[config.mk]
export PLATFORM = sky130hd
export DESIGN_NAME = credit_counter_bank
export DESIGN_NICKNAME = d
export VERILOG_FILES = /design/src/rtl/credit_counter_bank.sv
export SDC_FILE = /design/constraint.sdc
export NUM_CORES = 1
export LEC_CHECK = 0
export ABC_AREA = 1
export BUFFER_PORTS_ARGS = -buffer_cell sky130_fd_sc_hd__buf_2
export CAP_MARGIN = 20
export CORE_UTILIZATION = 45
export CTS_BUF_LIST = sky130_fd_sc_hd__clkbuf_8
export CTS_CLUSTER_DIAMETER = 200
export DETAILED_ROUTE_END_ITERATION = 16
export PLACE_DENSITY = 0.78
export SKIP_LAST_GASP = 1
export SYNTH_ARGS = -nofsm -noshare
export SYNTH_HDL_FRONTEND = slang
export SYNTH_SLANG_ARGS = --single-unit
[constraint.sdc]
create_clock -name clock -period 1.5 [get_ports clock]
set_input_delay 0.075 -clock clock [delete_from_list [all_inputs] [get_ports clock]]
set_output_delay 0.075 -clock clock [all_outputs]
set_load 0.01 [all_outputs]
[src/rtl/credit_counter_bank.sv]
// credit_counter_bank: bank of NUM_VC saturating credit counters, one per virtual
// channel, each bounded by its own credit limit. Counters and limits are loaded
// through a word-wide shift chain.
//
// Ports:
//   clock, reset          clock and synchronous active-high reset
//   enable                allows counter updates from credit/decrement requests
//   config_in(_valid)     config word shifted into VC[NUM_VC-1]
//   config_out(_valid)    chain output (VC[0] count) and pass-through of config_in_valid
//   credit_in_valid/_vc   credit returned for a VC; credit_ack acknowledges it
//   dec_valid/dec_vc      credit consumed by a VC
//   count_out             packed counts, VC i at [i*WIDTH +: WIDTH]
//   credit_avail          bit i set when VC i count is non-zero
//   err_overflow/underflow/bad_vc  sticky error flags
module credit_counter_bank #(
   parameter int unsigned NUM_VC  = 2,
   parameter int unsigned WIDTH   = 4,
   parameter int unsigned VC_BITS = 1
) (
   input  logic                      clock,
   input  logic                      reset,
   input  logic                      enable,
   input  logic [WIDTH-1:0]          config_in,
   input  logic                      config_in_valid,
   output logic [WIDTH-1:0]          config_out,
   output logic                      config_out_valid,
   input  logic                      credit_in_valid,
   input  logic [VC_BITS-1:0]        credit_in_vc,
   output logic                      credit_ack,
   input  logic                      dec_valid,
   input  logic [VC_BITS-1:0]        dec_vc,
   output logic [NUM_VC*WIDTH-1:0]   count_out,
   output logic [NUM_VC-1:0]         credit_avail,
   output logic                      err_overflow,
   output logic                      err_underflow,
   output logic                      err_bad_vc
);

   logic [WIDTH-1:0] count_q [NUM_VC];
   logic [WIDTH-1:0] count_d [NUM_VC];
   logic [WIDTH-1:0] limit_q [NUM_VC];
   logic [WIDTH-1:0] limit_d [NUM_VC];
   logic             err_overflow_q,  err_overflow_d;
   logic             err_underflow_q, err_underflow_d;
   logic             err_bad_vc_q,    err_bad_vc_d;
   logic             inc, dec;

   // Next-state: config shift takes priority over counter updates.
   always_comb begin
      count_d         = count_q;
      limit_d         = limit_q;
      err_overflow_d  = err_overflow_q;
      err_underflow_d = err_underflow_q;
      err_bad_vc_d    = err_bad_vc_q;
      inc             = 1'b0;
      dec             = 1'b0;
      if (config_in_valid) begin
         // Each stage takes the downstream neighbour's count as both count and limit.
         for (int unsigned i = 0; i < NUM_VC - 1; i++) begin
            count_d[i] = count_q[i+1];
            limit_d[i] = count_q[i+1];
         end
         count_d[NUM_VC-1] = config_in;
         limit_d[NUM_VC-1] = config_in;
         err_overflow_d    = 1'b0;
         err_underflow_d   = 1'b0;
         err_bad_vc_d      = 1'b0;
      end else if (enable) begin
         if ((credit_in_valid && (32'(credit_in_vc) >= NUM_VC)) ||
             (dec_valid && (32'(dec_vc) >= NUM_VC))) begin
            err_bad_vc_d = 1'b1;
         end
         for (int unsigned v = 0; v < NUM_VC; v++) begin
            inc = credit_in_valid && (32'(credit_in_vc) == v);
            dec = dec_valid && (32'(dec_vc) == v);
            // Simultaneous inc and dec on one VC cancel out.
            if (inc && !dec) begin
               if (count_q[v] < limit_q[v]) count_d[v] = count_q[v] + WIDTH'(1);
               else                         err_overflow_d = 1'b1;
            end else if (dec && !inc) begin
               if (count_q[v] != '0) count_d[v] = count_q[v] - WIDTH'(1);
               else                  err_underflow_d = 1'b1;
            end
         end
      end
   end

   // State registers.
   always_ff @(posedge clock) begin
      if (reset) begin
         for (int unsigned i = 0; i < NUM_VC; i++) begin
            count_q[i] <= '0;
            limit_q[i] <= '0;
         end
         err_overflow_q  <= 1'b0;
         err_underflow_q <= 1'b0;
         err_bad_vc_q    <= 1'b0;
      end else begin
         count_q         <= count_d;
         limit_q         <= limit_d;
         err_overflow_q  <= err_overflow_d;
         err_underflow_q <= err_underflow_d;
         err_bad_vc_q    <= err_bad_vc_d;
      end
   end

   // Output views of registered state.
   always_comb begin
      count_out    = '0;
      credit_avail = '0;
      for (int unsigned i = 0; i < NUM_VC; i++) begin
         count_out[i*WIDTH +: WIDTH] = count_q[i];
         credit_avail[i]             = (count_q[i] != '0);
      end
   end

   assign config_out       = count_q[0];
   assign config_out_valid = config_in_valid;
   assign credit_ack       = enable & credit_in_valid;
   assign err_overflow     = err_overflow_q;
   assign err_underflow    = err_underflow_q;
   assign err_bad_vc       = err_bad_vc_q;

endmodule

==> metrics.txt, run 1 <==
GRT Total Usage between 20% and 30%; core area 2730 um^2; Synth area leaders dfxtp_1 28%, nand2_1 14%, ha_1 9.6%; # hold bufs at CTS 0; pwr dens 963 nW/um^2; Overall Power 1630 uW; Via Count ~1,400; met1 Usage GRT ~27%; CTS sink cnt 18; DIE HEIGHT approximately 56 um; crit path cell chain ha_1, o21ai_1, nand2_1, nand2_2, nand3_2, nand2_2, nand2_2, inv_2, nand3_1, nand2_1, inv_1; Worst-Skew Late Latency 0.26 ns; share of cells above drive strength 1 35.7%; final hold vios 0; area of the mapped netlist between 1000 and 1500 um^2; worst hold endpoint limit_q[0]; Starting Density 47.5%; clock root buffer clkbuf_8; input/output buffers 29; Adder-Cell Fraction of Synth Area about a tenth; met2 Use GR a little over a third; Synth Area in Compound Gates 16.0%; gr ovfl total 0; CTS tree done; RR Startpoint config_out[1]; Crit path arrival time about 1.6 ns; GRT Max-Usage Layer met2; area growth from synthesis to layout 30.4%; cell repeated most along the worst path nand2_2; final worst path period need around 1.5 ns; drt pass-1 iters 4; Worst-path clk slew about 0.070 ns; DR vias/cell between 5 and 6; Critical R2R Capture config_out[3]; post-synthesis mux area share 0%; DRC viols 0; wire per inst 12.5 um; met3 usage 4.65%; critical path class reg2reg; Longest Clk Path Bufs 2; post-DP HPWL approximately 2400 um; peak per-stage delay on the critical path ~0.37 ns; #FFs+latches synth 18; post-synthesis sequential area ratio between 20 and 30%; Final Max Slew Viols 0; fmax a little under 700 MHz; post-synthesis cell count ~200; fin crit share 97.0%; Leakage about 0.00086 uW; worst-path fanout max 5; DR iter-0 viols 48; WP data required between 1.5 and 2 ns; status complete, no violations; hold wc startpoint config_in[0]; # rows 19; CP endpoint kind register; Worst R2R Path Depth 11; initial antenna violation count 0; vias in the first global route approximately 1,200; Final Wtd Congestion 0.886; Clock Skew around 0.0012 ns; Hold Path Class in2reg; Final setup viols 0; Worst setup SP type register; Die Area 3100 um^2; largest net degree at the start of global routing 16; Syn Nets 220; fin nets 258; H-tree depth 1; synth warn 0; xor/xnor cell area share of the yosys netlist less than 1%; max_cap viols 0; overall routed net length approximately 3300 um; VDD IR max slightly above 0.0007 V; largest family of logic cells by synthesized area simple AND/OR/NAND/NOR gates; simple-gate portion of the synthesized area a little under a third; diode count 0; post-synth top area share between 20 and 30%; Min-Delay Path Depth 3; die width approximately 56 um; Slowest cell on crit path dfxtp_4; Hold WS 0.0905 ns; most area-hungry cell type in the Yosys netlist dfxtp_1; Routed Antenna Nets 0; RSZ-0062 raised after global routing true; Syn Area/Cell about 6.6 um^2; r2r setup slk approximately 0.045 ns; number of buffers created by CTS 3; library cells used by synthesis 27; first-pass GRT wire length between 5000 and 6000 um; I/O pin count 31
-- cells in the final DEF, fill, tap and decap left out, drive strengths merged --
cell    instances
o21ai          12
o22ai           8
nand2          51
buf            41
a21oi          15
clkbuf          4
clkinv          2
dfxtp          18
nand3b          3
xor2            1
inv            35
nor2           19
o31ai           1
ha             10
nand4           1
conb            1
nand3          13
-- synthesized netlist by cell type --
master    count
nand2_4       1
nand3_2       2
clkbuf_1      1
nand4_1       1
nor2_4        1
clkinv_2      1
inv_2         4
buf_2         1
nand2_2       2
dfxtp_1      18
xor2_1        1
a21oi_1      11
a21oi_2       4
clkinv_1      1
ha_1         10
o22ai_1       8
o31ai_1       1
o21ai_1       9
nor2_1       18
buf_4         6
nand3b_4      1
inv_1        31
o21ai_0       3
nand3_1      11
conb_1        1
nand2_1      48
nand3b_1      2
-- area by class of cell --
cell class	count	area, um^2
clock buffers	4	55.1
multi-input cells	135	847
flip-flops and latches	18	370
fillers	249	1040
well taps	31	38.8
repair buffers	41	243
inverters	37	140
-- power by group --
| part | total (uW) | switching [uW] | internal [uW] | leakage, uW |
|---|---|---|---|---|
| Sequential | 573 | 52.2 | 521 | 0.000150 |
| Combinational | 651 | 375 | 276 | 0.000683 |
| Clock | 406 | 172 | 234 | 0.0000288 |
-- worst max-delay path, delay by kind of cell (launching register included) --
kind,cells,cell delay [ns]
compound gates,1,0.08
fa+ha+maj,1,0.28
simple gates,7,0.50
flops,1,0.37
buf+inv,2,0.12
-- how the worst max path moves through the flow --
stage	cells after the start	startpoint	endpoint	slack, ns
after floorplan	7	count_out[7]	count_out[7]	0.003
after global placement	8	limit_q[3]	count_out[7]	0.04
after detailed placement	8	limit_q[3]	count_out[7]	-0.03
after CTS	9	count_out[6]	count_out[7]	0.01
after global routing	11	config_out[1]	config_out[3]	-0.03
final	11	config_out[1]	config_out[3]	0.04
-- stage by stage --
| step | TNS (ns) | instances | worst slack [ns] | util, % | area, um^2 |
|---|---|---|---|---|---|
| global route | -0.0452 | 266 | -0.0280 | 62.0 | 1690 |
| global placement | 0 | 261 | 0.0406 | 55.3 | 1510 |
| floorplan | 0 | 198 | 0.00315 | - | 1300 |
| finish | 0 | 266 | 0.0448 | 62.0 | 1690 |
| CTS | 0 | 265 | 0.0119 | 57.5 | 1570 |
| detailed placement | -0.0361 | 261 | -0.0281 | 55.3 | 1510 |
-- registers in the layout (all words and copies together) (netlist names) --
register,cells
config_out,4
count_out,4
err_overflow,1
err_underflow,1
limit_q,8
-- kinds of logic after synthesis --
group,after synthesis
other cells,1
compound gates,36
simple gates,87
fa+ha+maj,10
flops,18
xor+xnor,1
buf+inv,45
-- routing by layer --
layer,share of wire (%),up-vias
met4,0.82,0
met3,4.6,4
li1,-,697
met2,50,44
met1,45,605
met5,0,-
-- repair_timing --
item | 4_1_cts | 5_1_grt
gates cloned | 0 | 0
setup endpoints to repair | 4 | 7
resized for setup | 2 | 27
buffers inserted | 0 | 1
pin swaps | 0 | 7
Note: power is estimated with default switching activity, not from simulation.
==> inputs of run 2 (changes only) <==
RECOVER_POWER = 100   (was default)
==> run 2 against run 1 <==
  * Critical path depth unchanged
  * Sequential share of layout area hardly changed
  * Register-to-register slack about the same
  * Routed wire length rose by 0.15%
  * Sequential power about the same
  * Maximum frequency about the same
  * Worst setup slack hardly changed
  * Highest routed layer unchanged
==> metrics.txt, run 2 (same netlist as run 1, synthesis figures left out) <==
max_cap viols 0 (unchanged); RR Startpoint config_out[1]; pwr dens 964 nW/um^2 (+0.13%); first-pass GRT wire length 5180 um (unchanged); wire per inst 12.5 um (+0.15%); Final Wtd Congestion 0.886 (unchanged); drt pass-1 iters 4 (unchanged); initial antenna violation count 0 (unchanged); share of cells above drive strength 1 34.9% (-0.85 points); Hold Path Class in2reg; Largest register FFs 8 (unchanged); die width 55.7 um (unchanged); Overall Power 1630 uW (about the same); slack of the critical path 0.0447 ns (-0.0000505 ns); Final Max Slew Viols 0 (unchanged); Clock Skew 0.00122 ns (unchanged); Crit path arrival time 1.62 ns (about the same); Via Count 1,348 (-0.15%); number of buffers created by CTS 3 (unchanged); Die Area 3100 um^2 (unchanged); area growth from synthesis to layout 30.3%; diode count 0 (unchanged); CTS tree done; worst-path fanout max 5 (unchanged); DR iter-0 viols 48 (unchanged); Worst-path clk slew 0.07 ns (about the same); # rows 19 (unchanged); Worst setup SP type register; r2r setup slk 0.04 ns (about the same); status complete, no violations; largest net degree at the start of global routing 16 (unchanged); input/output buffers 29 (unchanged); DIE HEIGHT 55.7 um (unchanged); H-tree depth 1 (unchanged); hold wc startpoint config_in[0]; dpl ws -0.0281 ns (unchanged); critical path class reg2reg; core area 2730 um^2 (unchanged); fmax 687 MHz (about the same); gr ovfl total 0 (unchanged); final worst path period need 1.46 ns (+0.0000505 ns); Final setup viols 0 (unchanged); Longest Clk Path Bufs 2 (unchanged); GRT Total Usage 20.8% (unchanged); clock root buffer clkbuf_8; most frequent cells in the layout 42 x nand2_1, 30 x inv_1, 27 x buf_2; VDD IR max 0.000705 V (-0.16%); WP data required 1.66 ns (about the same); fin nets 258 (unchanged); Routed Antenna Nets 0 (unchanged); Leakage 0.000853 uW (-1.0%); worst hold endpoint limit_q[0]; I/O pin count 31 (unchanged); DR vias/cell 5.07 (-0.15%); # hold bufs at CTS 0 (unchanged); post-DP HPWL 2380 um (unchanged); fin crit share 97.0% (about the same); CP endpoint kind register; Min-Delay Path Depth 3 (unchanged); DRC viols 0 (unchanged); RSZ-0062 raised after global routing true; vias in the first global route 1,176 (unchanged); final hold vios 0 (unchanged); most common cell after layout, fill and taps aside nand2_1; CTS sink cnt 18 (unchanged); Worst-Skew Late Latency 0.26 ns (about the same); Critical R2R Capture config_out[3]; layout filler cell count 251 (+0.80%); Starting Density 47.5% (unchanged); Top reg by flops limit_q; overall routed net length 3320 um (+0.15%); Worst R2R Path Depth 11 (unchanged)
run 2: changes by cell type in the layout (fill, tap and decap cells not counted):
| cell | before | now |
|---|---|---|
| clkbuf_1 | 0 | 2 |
| buf_2 | 29 | 27 |
run 2: final cells by class:
type	count	area, um^2	share of cell area (%)
Sequential cell	18	370	21.9
Multi-Input combinational cell	135	847	50.1
Timing Repair Buffer	41	240	14.2
Inverter	37	140	8.28
Clock buffer	4	55.1	3.25
Tap cell	31	38.8	2.29
run 2: how the worst max path moves through the flow:
| stage | startpoint | to | slack (ns) |
|---|---|---|---|
| 4_1_cts | count_out[6] | count_out[7] | 0.01 |
| 6_report | config_out[1] | config_out[3] | 0.04 |
| 3_5_place_dp | limit_q[3] | count_out[7] | -0.03 |
| 5_1_grt | config_out[1] | config_out[3] | -0.03 |
| 3_3_place_gp | limit_q[3] | count_out[7] | 0.04 |
| 2_1_floorplan | count_out[7] | count_out[7] | 0.003 |
run 2: timing repair:
item	in CTS	in global routing
cloned	0	0
gates resized for setup	2	27
endpoints found under the setup margin	4	7
pin swaps	0	7
endpoints found under the hold margin	0	0
setup buffers	0	1
run 2: report_power, final:
group	switching (uW)	internal, uW	leakage (uW)
combinational	375	276	0.000674
sequential	52.3	521	0.000150
clock	172	234	0.0000288
run 2: through the flow:
stage          hold slack (ns)  std cells  utilization (%)  cell area, um^2  TNS [ns]
6_report                0.0905        266             61.9             1690         0
3_5_place_dp             0.360        261             55.3             1510   -0.0361
4_1_cts                 0.0875        265             57.5             1570         0
2_1_floorplan            0.220        198                -             1300         0
5_1_grt                  0.103        266             61.9             1690   -0.0452
3_3_place_gp             0.355        261             55.3             1510         0
run 2: worst max-delay path, stage by stage, from the launching register on:
cell	delay, ns
dfxtp_4	0.37
ha_1	0.28
o21ai_1	0.08
nand2_1	0.09
nand2_2	0.08
nand3_2	0.06
nand2_2	0.06
nand2_2	0.08
inv_2	0.09
nand3_1	0.07
nand2_1	0.06
inv_1	0.03
run 2: layer usage:
layer | GRT usage [%] | share of wire [%]
met5 | 0 | 0
met4 | 5.36 | 0.81
met3 | 4.65 | 4.6
met2 | 34.9 | 50
met1 | 26.8 | 45
==> inputs of run 3 (changes only) <==
BUFFER_PORTS_ARGS = -buffer_cell sky130_fd_sc_hd__buf_4   (was -buffer_cell sky130_fd_sc_hd__buf_2)
==> run 3 against run 2 <==
  * Highest routed layer unchanged
  * Via count is 0.89% higher
  * Largest cell class unchanged
  * Power is 4.4% higher
  * Global-route usage is 0.088 points higher
  * Combinational power is 9.5% higher
==> metrics.txt, run 3 (same netlist as run 1, synthesis figures left out) <==
Worst-path clk slew 0.08 ns (about the same); Die Area 3100 um^2 (unchanged); Final Wtd Congestion 0.866 (-2.2%); DR iter-0 viols 79 (+65%); Placed Instance Area 1580 um^2 (+4.3%); fin nets 258 (unchanged); Via Count 1,360 (+0.89%); layout filler cell count 238 (-5.2%); overall routed net length 3240 um (-2.4%); most frequent cells in the layout 41 x nand2_1, 37 x buf_4, 27 x inv_1; GRT Total Usage 20.9% (+0.088 points); Final Max Slew Viols 0 (unchanged); Top reg by flops limit_q; gr ovfl total 0 (unchanged); clock root buffer clkbuf_8; setup TNS 0 ns (unchanged); vias in the first global route 1,170 (-0.51%); initial antenna violation count 0 (unchanged); die width 55.7 um (unchanged); Starting Density 47.5% (unchanged); Routed Antenna Nets 0 (unchanged); VDD IR max 0.000934 V (+33%); RSZ-0062 raised after global routing true; wire per inst 12.2 um (-2.4%); Worst setup SP type register; post-route cell area 1800 um^2 (+6.3%); CTS tree done; DRC viols 0 (unchanged); Clock Skew 0.00664 ns (+0.00542 ns); final hold vios 0 (unchanged); diode count 0 (unchanged); I/O pin count 31 (unchanged); Leakage 0.000876 uW (+2.7%); CTS sink cnt 18 (unchanged); Overall Power 1700 uW (+4.4%); Final setup viols 0 (unchanged); worst-path fanout max 5 (unchanged); Hold WS 0.0645 ns (-0.0260 ns); core area 2730 um^2 (unchanged); share of cells above drive strength 1 38.3% (+3.4 points); # rows 19 (unchanged); DIE HEIGHT 55.7 um (unchanged); status complete, no violations; Largest register FFs 8 (unchanged); Hold Path Class in2reg; max_cap viols 0 (unchanged); final worst path period need 1.44 ns (-0.0191 ns); area growth from synthesis to layout 38.4%; WP data required 1.66 ns (about the same); largest net degree at the start of global routing 16 (unchanged); pwr dens 947 nW/um^2 (-1.8%); H-tree depth 1 (unchanged); CP endpoint kind register; Longest Clk Path Bufs 2 (unchanged); number of buffers created by CTS 3 (unchanged); DR vias/cell 5.11 (+0.89%); most common cell after layout, fill and taps aside nand2_1; # hold bufs at CTS 0 (unchanged); Crit path arrival time 1.60 ns (-0.02 ns); input/output buffers 29 (unchanged); Worst-Skew Late Latency 0.27 ns (about the same); fin crit share 95.7% (-1.3 points); drt pass-1 iters 4 (unchanged); fmax 696 MHz (+1.3%); first-pass GRT wire length 5160 um (-0.39%); critical path class reg2reg; post-DP HPWL 2370 um (-0.33%)
[run 3: metrics by stage]
stage | utilization (%) | setup slack, ns | cells
after floorplan | - | 0.00315 | 198
after global placement | 57.7 | -0.0249 | 260
after detailed placement | 57.7 | -0.0375 | 260
after CTS | 59.9 | -0.000725 | 264
after global routing | 65.8 | -0.0393 | 266
final | 65.8 | 0.0638 | 266
[run 3: final cells by class]
type                            instances  area, um^2  area share [%]
Clock buffer                            4        55.1            3.06
Inverter                               37         143            7.93
Multi-Input combinational cell        135         880            48.9
Sequential cell                        18         374            20.8
Tap cell                               31        38.8            2.16
Timing Repair Buffer                   41         308            17.1
[run 3: worst max-delay path, stage by stage (launching register included)]
cell,delay [ns]
dfxtp_4,0.37
inv_2,0.07
nand3_1,0.10
nand2_1,0.08
inv_1,0.05
ha_1,0.18
a21oi_2,0.12
nand2_1,0.06
nand2_1,0.06
o21ai_1,0.08
nor2_1,0.10
nor2_1,0.05
[run 3: final timing paths]
path / startpoint / to / slack (ns) / cells past startpoint
worst max-delay path: config_out[1] / config_out[2] / 0.06 / 11
worst min register to register: err_overflow / err_overflow / 0.45 / 2
worst min-delay path: reset / count_out[6] / 0.06 / 2
worst max register to register: config_out[1] / config_out[2] / 0.06 / 11
[run 3: power breakdown]
group	switching (uW)	total, uW	leakage, uW	internal [uW]
registers	51.8	573	0.000151	521
logic	384	713	0.000697	329
clock network	181	415	0.0000288	234
[run 3: per-layer routing]
layer  up-vias  GRT usage, %  wire length, um
li1        701             -                -
met1       608          27.8             1440
met2        45          33.6             1550
met3         6          5.12              206
met4         0          5.71               44
met5         -             0                0
[run 3: what timing repair did]
item,CTS,global route
setup endpoints to repair,5,8
endpoints found under the hold margin,0,0
gates resized for setup,2,39
pin swaps,0,22
buffers inserted,0,2
